File: src/rtl/muldiv_pkg.sv
// Shared encodings for the multiply/divide sequencer.
// MULDIV_DIV_ZERO_TRAP_EN adds the TRAP state used for divide-by-zero.
package muldiv_pkg;

  localparam int MAX_CYCLES_DEF = 64;
  localparam int CNT_W_DEF      = 7;

  typedef enum logic [1:0] {
    OP_MULT  = 2'b00,
    OP_MULTU = 2'b01,
    OP_DIV   = 2'b10,
    OP_DIVU  = 2'b11
  } op_e;

  typedef enum logic [1:0] {
    SEL_MULT  = 2'b00,
    SEL_DIV   = 2'b01,
    SEL_DIVU  = 2'b10,
    SEL_MULTU = 2'b11
  } hilo_sel_e;

  typedef enum logic [2:0] {
    ST_IDLE  = 3'd0,
    ST_START = 3'd1,
    ST_WAIT  = 3'd2,
`ifdef MULDIV_DIV_ZERO_TRAP_EN
    ST_TRAP  = 3'd4,
`endif
    ST_WRITE = 3'd3
  } state_e;

  // HI/LO source select does not share the op_code numbering.
  function automatic hilo_sel_e op_to_sel(input op_e op);
    hilo_sel_e sel;
    case (op)
      OP_MULT:  sel = SEL_MULT;
      OP_MULTU: sel = SEL_MULTU;
      OP_DIV:   sel = SEL_DIV;
      OP_DIVU:  sel = SEL_DIVU;
      default:  sel = SEL_MULT;
    endcase
    return sel;
  endfunction

endpackage

File: src/rtl/muldiv_watchdog.sv
// WAIT-cycle counter for the sequencer: clear, increment, and flag the last
// permitted cycle (count == MAX_CYCLES-1).
module muldiv_watchdog
  import muldiv_pkg::*;
#(
  parameter int MAX_CYCLES = MAX_CYCLES_DEF,
  parameter int CNT_W      = CNT_W_DEF
) (
  input  logic             clk,
  input  logic             rst,
  input  logic             clr_i,
  input  logic             inc_i,
  output logic [CNT_W-1:0] cnt_o,
  output logic             expire_o
);

  localparam logic [CNT_W-1:0] LAST_CNT = CNT_W'(MAX_CYCLES - 1);

  logic [CNT_W-1:0] cnt_q, cnt_d;

  always_comb begin
    cnt_d = cnt_q;
    if (clr_i) begin
      cnt_d = '0;
    end else if (inc_i) begin
      cnt_d = cnt_q + CNT_W'(1);
    end
  end

  always_ff @(posedge clk) begin
    if (!rst) begin
      cnt_q <= '0;
    end else begin
      cnt_q <= cnt_d;
    end
  end

  assign cnt_o    = cnt_q;
  assign expire_o = (cnt_q == LAST_CNT);

endmodule

File: src/rtl/muldiv_sequencer.sv
// Issues one MULT/MULTU/DIV/DIVU to the shared iterative unit, waits out its busy
// window under a watchdog, then writes HI/LO. MULDIV_DIV_ZERO_TRAP_EN enables div-by-zero trap.
//
// state | meaning
// IDLE  | ready for a new operation
// START | one-cycle start pulse for the latched op
// WAIT  | unit computing, watchdog counting
// WRITE | HI/LO write, done pulse
// TRAP  | divide-by-zero exception pulse (trap build only)
module muldiv_sequencer
  import muldiv_pkg::*;
#(
  parameter int MAX_CYCLES = MAX_CYCLES_DEF,
  parameter int CNT_W      = CNT_W_DEF
) (
  input  logic        clk,
  input  logic        rst,
  input  logic        op_valid,
  input  logic [1:0]  op_code,
  input  logic [31:0] op_rs,
  input  logic [31:0] op_rt,
  output logic        op_ready,
  output logic [31:0] unit_a,
  output logic [31:0] unit_b,
  output logic        mul_start,
  output logic        mulu_start,
  output logic        div_start,
  output logic        divu_start,
  input  logic        unit_busy,
  output logic        hi_ena,
  output logic        lo_ena,
  output logic [1:0]  hi_input_signal,
  output logic [1:0]  lo_input_signal,
  output logic        done,
  output logic        timeout,
`ifdef MULDIV_DIV_ZERO_TRAP_EN
  output logic        div_zero_exc,
`endif
  input  logic        hilo_read_req,
  output logic        hilo_read_stall
);

  state_e      state_q, state_d;
  op_e         op_q, op_d;
  logic [31:0] a_q, a_d;
  logic [31:0] b_q, b_d;

  logic             wd_clr, wd_inc, wd_expire;
  logic [CNT_W-1:0] wd_cnt;

  muldiv_watchdog #(
    .MAX_CYCLES (MAX_CYCLES),
    .CNT_W      (CNT_W)
  ) u_watchdog (
    .clk      (clk),
    .rst      (rst),
    .clr_i    (wd_clr),
    .inc_i    (wd_inc),
    .cnt_o    (wd_cnt),
    .expire_o (wd_expire)
  );

  always_comb begin
    state_d = state_q;
    op_d    = op_q;
    a_d     = a_q;
    b_d     = b_q;
    wd_clr  = 1'b0;
    wd_inc  = 1'b0;
    case (state_q)
      ST_IDLE: begin
        wd_clr = 1'b1;
        if (op_valid) begin
          op_d    = op_e'(op_code);
          a_d     = op_rs;
          b_d     = op_rt;
          state_d = ST_START;
`ifdef MULDIV_DIV_ZERO_TRAP_EN
          if (op_code[1] && (op_rt == 32'd0)) begin
            state_d = ST_TRAP;
          end
`endif
        end
      end
      ST_START: begin
        wd_clr  = 1'b1;
        state_d = ST_WAIT;
      end
      ST_WAIT: begin
        wd_inc = 1'b1;
        // First WAIT cycle (count 0) ignores busy: the unit may raise it a cycle late.
        if (!unit_busy && (wd_cnt != '0)) begin
          state_d = ST_WRITE;
        end else if (wd_expire) begin
          state_d = ST_IDLE;
        end
      end
      ST_WRITE: state_d = ST_IDLE;
`ifdef MULDIV_DIV_ZERO_TRAP_EN
      ST_TRAP:  state_d = ST_IDLE;
`endif
      default:  state_d = ST_IDLE;
    endcase
  end

  always_ff @(posedge clk) begin
    if (!rst) begin
      state_q <= ST_IDLE;
      op_q    <= OP_MULT;
      a_q     <= '0;
      b_q     <= '0;
    end else begin
      state_q <= state_d;
      op_q    <= op_d;
      a_q     <= a_d;
      b_q     <= b_d;
    end
  end

  assign op_ready   = (state_q == ST_IDLE) && rst;
  assign unit_a     = a_q;
  assign unit_b     = b_q;

  assign mul_start  = (state_q == ST_START) && (op_q == OP_MULT);
  assign mulu_start = (state_q == ST_START) && (op_q == OP_MULTU);
  assign div_start  = (state_q == ST_START) && (op_q == OP_DIV);
  assign divu_start = (state_q == ST_START) && (op_q == OP_DIVU);

  assign hi_ena          = (state_q == ST_WRITE);
  assign lo_ena          = (state_q == ST_WRITE);
  assign hi_input_signal = op_to_sel(op_q);
  assign lo_input_signal = op_to_sel(op_q);
  assign done            = (state_q == ST_WRITE);

  // Fires in the last permitted WAIT cycle, the one that abandons the op.
  assign timeout = (state_q == ST_WAIT) && wd_expire && unit_busy;

`ifdef MULDIV_DIV_ZERO_TRAP_EN
  assign div_zero_exc = (state_q == ST_TRAP);
`endif

  assign hilo_read_stall = hilo_read_req && (state_q != ST_IDLE);

endmodule

File: config.mk
export PLATFORM = sky130hd
export DESIGN_NAME = muldiv_sequencer
export DESIGN_NICKNAME = d
export VERILOG_FILES = /design/src/rtl/muldiv_pkg.sv /design/src/rtl/muldiv_watchdog.sv /design/src/rtl/muldiv_sequencer.sv
export SDC_FILE = /design/constraint.sdc
export NUM_CORES = 1
export LEC_CHECK = 0
export CAP_MARGIN = 20
export CORE_MARGIN = 2
export CORE_UTILIZATION = 36
export DETAILED_ROUTE_END_ITERATION = 12
export PLACE_DENSITY = 0.77
export SYNTH_ARGS = -nofsm -noshare
export SYNTH_HDL_FRONTEND = slang
export SYNTH_SLANG_ARGS = --single-unit
File: constraint.sdc
create_clock -name clk -period 1.4 [get_ports clk]
set_input_delay 0.28 -clock clk [delete_from_list [all_inputs] [get_ports clk]]
set_output_delay 0.28 -clock clk [all_outputs]
set_load 0.005 [all_outputs]
==> results of run 1 <==
-- synth_stat cells, drive strengths merged (2+ instances only) --
library cell,instances,share of area
a21boi,66,0.16
a21oi,3,0.0049
and2,5,0.010
buf,18,0.037
clkbuf,9,0.011
dfxtp,75,0.49
ha,6,0.025
inv,5,0.0062
mux2i,2,0.0066
nand2,135,0.17
nand3,2,0.0033
nor2,6,0.0074
nor2b,2,0.0041
nor3b,2,0.0066
nor4b,2,0.0058
o21ai,2,0.0033
or3,4,0.0082
xor2,2,0.0058
-- layout make-up --
type                    count  share of cell area
repair buffers            218               0.361
clock inverters             7              0.0222
flip-flops and latches     75               0.245
clock buffers               9              0.0196
well taps                 105              0.0208
inverters                   5             0.00377
multi-input cells         250               0.328
-- kinds of logic (layout without fill, tap and decap cells) --
logic type,count (synthesis),after routing,synth area share
XOR/XNOR,3,3,0.00864
buffers and inverters,32,239,0.0543
flip-flops,75,75,0.494
AND/OR/NAND/NOR,164,164,0.229
multiplexers,3,3,0.0103
adder cells (fa/ha/maj),6,6,0.0247
AO/OA/AOI/OAI,74,74,0.179
-- what timing repair did --
item	in CTS	in global routing
buffers inserted	29	12
setup endpoints to repair	147	86
hold endpoints to repair	0	0
pin swaps	67	93
gates cloned	11	3
resized for setup	289	163
-- per-layer routing --
layer / part of all wire / global-route usage / wire length (um)
met1: 0.37 / 0.249 / 4150
met2: 0.53 / 0.392 / 5940
met3: 0.079 / 0.0783 / 888
met4: 0.018 / 0.0548 / 200
met5: 0 / 0 / 0
-- registers in the layout, summed over array words and instances (netlist names) --
name	cells
u_watchdog.cnt_o	7
state_q	2
unit_a	32
op_q	2
unit_b	32
-- critical path: stages, from the launching register on --
cell	delay (ps)
dfxtp_2	350
nand2_2	70
or3_4	330
nor3_2	120
buf_2	150
-- how the worst max path moves through the flow --
stage                                          start                      end  slack [ps]  cells past startpoint
floorplan           u_watchdog.cnt_o[0]$_SDFFE_PP0N_  state_q[0]$_SDFFE_PN0P_          10                      5
global placement                           unit_busy                  timeout        -720                      5
detailed placement                         unit_busy                  timeout        -730                      5
CTS                 u_watchdog.cnt_o[4]$_SDFFE_PP0N_                  timeout        -200                      4
global route        u_watchdog.cnt_o[4]$_SDFFE_PP0N_                  timeout        -320                      4
finish              u_watchdog.cnt_o[4]$_SDFFE_PP0N_                  timeout        -250                      4
-- power groups by stage --
stage	logic (mW)	registers, mW	clock network, mW
3_5_place_dp	1.24	2.44	0
2_1_floorplan	0.481	2.45	0
5_1_grt	2.19	2.47	2.31
4_1_cts	1.85	2.41	2.22
3_3_place_gp	1.22	2.43	0
6_report	2.06	2.45	2.19
-- stage by stage --
step | area, sq um | hold slack [ps] | utilization | setup slack [ps]
3_3_place_gp | 4770 | 441 | 0.581 | -718
2_1_floorplan | 3050 | 415 | - | 12.8
3_5_place_dp | 4770 | 449 | 0.581 | -731
6_report | 6310 | 449 | 0.768 | -248
4_1_cts | 5780 | 453 | 0.703 | -204
5_1_grt | 6310 | 471 | 0.768 | -317
==> flow_summary.toml, run 1 <==
[run_status]
outcome = "finished, violations left"
violations = "setup timing"

[clock_tree]
cts_tree = "yes"
htreeDepth = 3
clock_path_buffers = 2
clockRootBuffer = "clkbuf_8"
insertion_delay_ps = 340
clock_sinks = 75
cts.clk_slew.worst_paths_ps = 80
cts_buffers = 9
ctsHoldBuffers = 0

[sta]
fin_tns_setup_ps = -13210
finalCritPeriodShare = 1.18
relSlewSlack = 0.761
tightest_slew_ps = 359
finClkSkew_ps = 8.81
finalSetupViolCount = 85
layout_min_cycle_time_ps = 1650
fin_ws_ps = -248
rsz0062_at_grt = "yes"
final-hold-violation-count = 0
maxSlewViolCount = 0
clock.fmax_mhz = 607

[place]
gp_congestion = 0.761
hpwl_um = 5720
placed_cells = 610
port_buffers = 148

[power_and_ir_drop]
p_sw_frac = 0.276
power.switching_mw = 1.85
p_clk_frac = 0.327
p_per_area_nw_per_um2 = 1060
p_seq_frac = 0.366
leakagePower_nw = 2.87
total_power_mw = 6.70
internal_power_mw = 4.86
peakVddDrop_v = 0.000809
p_comb_frac = 0.307

[floorplan]
rows = 33
die_y_um = 95.9
start_util = 0.370
die_w_um = 95.9
core_sq_um = 8220
die_area_sq_um = 9200
ios = 149

[logic_synthesis]
synth_flop_cell = "dfxtp_1"
synthArstFlopShare = 0
syn-num-nets = 434
synth_warnings = 0
synth_seq_area_share = 0.494
synth_edf_count = 0
syn_inst = 357
postSynthAreaPerCell_sq_um = 8.52
synth_seq_cells = 75
yosysUniqueCellTypes = 32
synth_area_sq_um = 3040

[final_layout]
final_common_cell = "clkdlybuf4s50_1"
nets = 636
nFillCells = 551
antenna_cells = 0
seq_area_sq_um = 1550
stdcell_count = 669
layout-drive-gt1-share = 0.491
mostFrequentLayoutCells = "clkdlybuf4s50_1 (68), dlygate4sd2_1 (65), nand2_1 (57)"
area_growth_pct = 108
multiInputGateArea_sq_um = 2070

[global_routing]
antenna_found_initial = 0
grt_pass1_vias = 3151
overflow = 0
grtUsageTotal = 0.220
grt_pass1_wl_um = 15400
grt_max_degree = 40

[critical_path]
r2r-start = "state_q[0]$_SDFFE_PN0P_"
worstPathArrival_ps = 1370
cp_max_fo = 2
ff2ff_setup_slack_ps = -240
endpoint_kind = "output port"
r2r_end = "unit_b[5]$_SDFFE_PN0P_"
critPathRequiredTime_ps = 1120
crit_type = "reg -> out"
cp-start-kind = "flop"
reg2regPathDepth = 7

[min_path]
worstHoldPathType = "reg -> reg"
whs_path_depth = 2
holdPathEnd = "unit_b[12]$_SDFFE_PN0P_"
hp-start = "unit_b[12]$_SDFFE_PN0P_"

[detailed_routing]
vias = 3262
viasPerCell = 4.88
postRouteAntennaNets = 0
dr.pass1.iters = 5
wl_per_cell_um = 16.7
drc = 0
wirelength_um = 11200
dr.first_iter.drc_count = 73

[flow_run]
drv_cap = 0
Power figures use the tool's default switching activity.
==> run 2: changes to the inputs <==
Settings changed: PLACE_DENSITY 0.77 to default, PLACE_DENSITY_LB_ADDON from default to 0.08.
==> run 2 against run 1 <==
Against the previous run:
- the flow still finishes with violations (setup timing)
- register-to-register slack improved by 40 ps
- critical path type is now reg -> reg
- maximum frequency grew 3.0%
- critical path depth grew 4
- routed wire length decreased by 10%
- count of clock-buffer cells in the layout rose by 3
- setup slack better by 47 ps
- core utilization is 6.7 points lower
- largest power group unchanged
- via count decreased by 3.4%
- non-clock buffer count decreased by 8
- first-iteration DRC count down 11%
==> flow_summary.toml, run 2 (synthesis gave the netlist of run 1 again) <==
[sta]
clock.fmax_mhz = 625
finalSetupViolCount = 85
relSlewSlack = 0.769
rsz0062_at_grt = "yes"
finalCritPeriodShare = 1.14
layout_min_cycle_time_ps = 1600
final-hold-violation-count = 0
tightest_slew_ps = 346
maxSlewViolCount = 0
fin_ws_ps = -201
fin_tns_setup_ps = -10650
finClkSkew_ps = 8.50

[final_layout]
mostFrequentLayoutCells = "nand2_1 (93), clkdlybuf4s50_1 (68), dlygate4sd2_1 (65)"
final_common_cell = "nand2_1"
fin_area_sq_um = 5760
nFillCells = 656
final_util = 0.701
nets = 629
area_growth_pct = 89.3
layout-drive-gt1-share = 0.350
antenna_cells = 0

[detailed_routing]
wirelength_um = 10000
viasPerCell = 4.76
vias = 3152
met1_length_um = 4160
wl_per_cell_um = 15.1
met2_length_um = 4890
dr.pass1.iters = 4
drc = 0
dr.first_iter.drc_count = 65
maxUsedRoutingLayer = "met4"
wl_met3_um = 782
postRouteAntennaNets = 0

[place]
port_buffers = 148
gp_congestion = 0.738
place_area_sq_um = 4770
hpwl_um = 5540
post-place-ws_ps = -724

[floorplan]
rows = 33
die_y_um = 95.9
ios = 149
die_area_sq_um = 9200
core_sq_um = 8220
start_util = 0.370
die_w_um = 95.9

[clock_tree]
clockRootBuffer = "clkbuf_8"
insertion_delay_ps = 350
ctsHoldBuffers = 0
clock_path_buffers = 2
clock_sinks = 75
cts.clk_slew.worst_paths_ps = 80
htreeDepth = 3
cts_tree = "yes"
cts_buffers = 9

[flow_run]
drv_cap = 0

[critical_path]
path_buf_inv = 5
crit_path_frequent_cell = "buf_6"
critical-path-max-stage-delay_ps = 330
cp_max_fo = 7
crit_type = "reg -> reg"
path_cells = "buf_6 > buf_4 > buf_6 > nor3b_4 > buf_6 > clkbuf_16 > nand2_1 > a21boi_1"
worstPathArrival_ps = 1870
cp_slowest_cell = "dfxtp_2"
cp-start-kind = "flop"
worst_path_dominant_cell_family = "buffers and inverters"
endpoint_kind = "flop"
critPathRequiredTime_ps = 1670

[global_routing]
grt_pass1_wl_um = 14200
antenna_found_initial = 0
grt_max_degree = 40
grt_pass1_vias = 3030
overflow = 0
grtUsageTotal = 0.204

[run_status]
violations = "setup timing"
outcome = "finished, violations left"

[power_and_ir_drop]
p_per_area_nw_per_um2 = 1060
leakagePower_nw = 2.59
peakVddDrop_v = 0.000713

[min_path]
worstHoldPathType = "reg -> reg"
## run 2: changes by cell type in the layout (fill, tap and decap cells not counted), moves of 3 or more
cell	previous run	this run
nand2_1	57	93
nand2_4	38	3
a21boi_1	34	59
a21boi_2	32	7
buf_6	31	20
buf_12	12	4
clkbuf_16	2	8
buf_4	27	32
dfxtp_2	29	26
## run 2: final cells by class
| class | count | area (sq um) | share of cell area |
|---|---|---|---|
| sequential | 75 | 1550 | 0.268 |
| clock buffer | 12 | 155 | 0.0269 |
| timing repair buffer | 210 | 2170 | 0.377 |
| multi-input combinational | 251 | 1660 | 0.288 |
| inverter | 5 | 23.8 | 0.00413 |
| tap | 105 | 131 | 0.0228 |
| clock inverter | 4 | 72.6 | 0.0126 |
## run 2: final timing paths
kind                            cells past startpoint  slack [ps]                    start                      to
worst min register to register                      2         450   unit_a[2]$_SDFFE_PN0P_  unit_a[2]$_SDFFE_PN0P_
worst min-delay path                                2         450   unit_a[2]$_SDFFE_PN0P_  unit_a[2]$_SDFFE_PN0P_
worst max register to register                      8        -200  state_q[0]$_SDFFE_PN0P_    op_q[0]$_SDFFE_PN0P_
worst max-delay path                                8        -200  state_q[0]$_SDFFE_PN0P_    op_q[0]$_SDFFE_PN0P_
## run 2: worst reg2reg max path: stages (launching register included)
cell and delay (ps):
dfxtp_2 330, buf_6 120, buf_4 140, buf_6 110
nor3b_4 250, buf_6 230, clkbuf_16 180, nand2_1 60
a21boi_1 120
## run 2: where the power goes
part | internal [mW] | total (mW) | switching [mW]
Sequential | 2.32 | 2.42 | 0.100
Combinational | 1.06 | 1.79 | 0.729
Clock | 1.10 | 1.90 | 0.803
## run 2: per-layer routing
layer | track usage | vias to the layer above
met3 | 0.0681 | 14
met1 | 0.229 | 1481
li1 | - | 1554
met4 | 0.0869 | 0
met5 | 0 | -
met2 | 0.353 | 103
## run 2: timing repair
item,in CTS,in global routing
setup endpoints to repair,147,85
pin swaps,26,26
gates cloned,6,10
buffers inserted,20,4
gates resized for setup,268,56
## run 2: metrics by stage
step	hold WS (ps)	power, mW	cells
2_1_floorplan	415	2.93	357
4_1_cts	449	5.91	653
3_3_place_gp	441	3.67	611
3_5_place_dp	448	3.69	611
5_1_grt	462	6.37	662
6_report	451	6.11	662
==> run 3: changes to the inputs <==
Settings changed: CTS_CLUSTER_SIZE from default to 20.
==> results of run 3 <==
No change in the layout: final DEF, timing and power equal those of run 2.
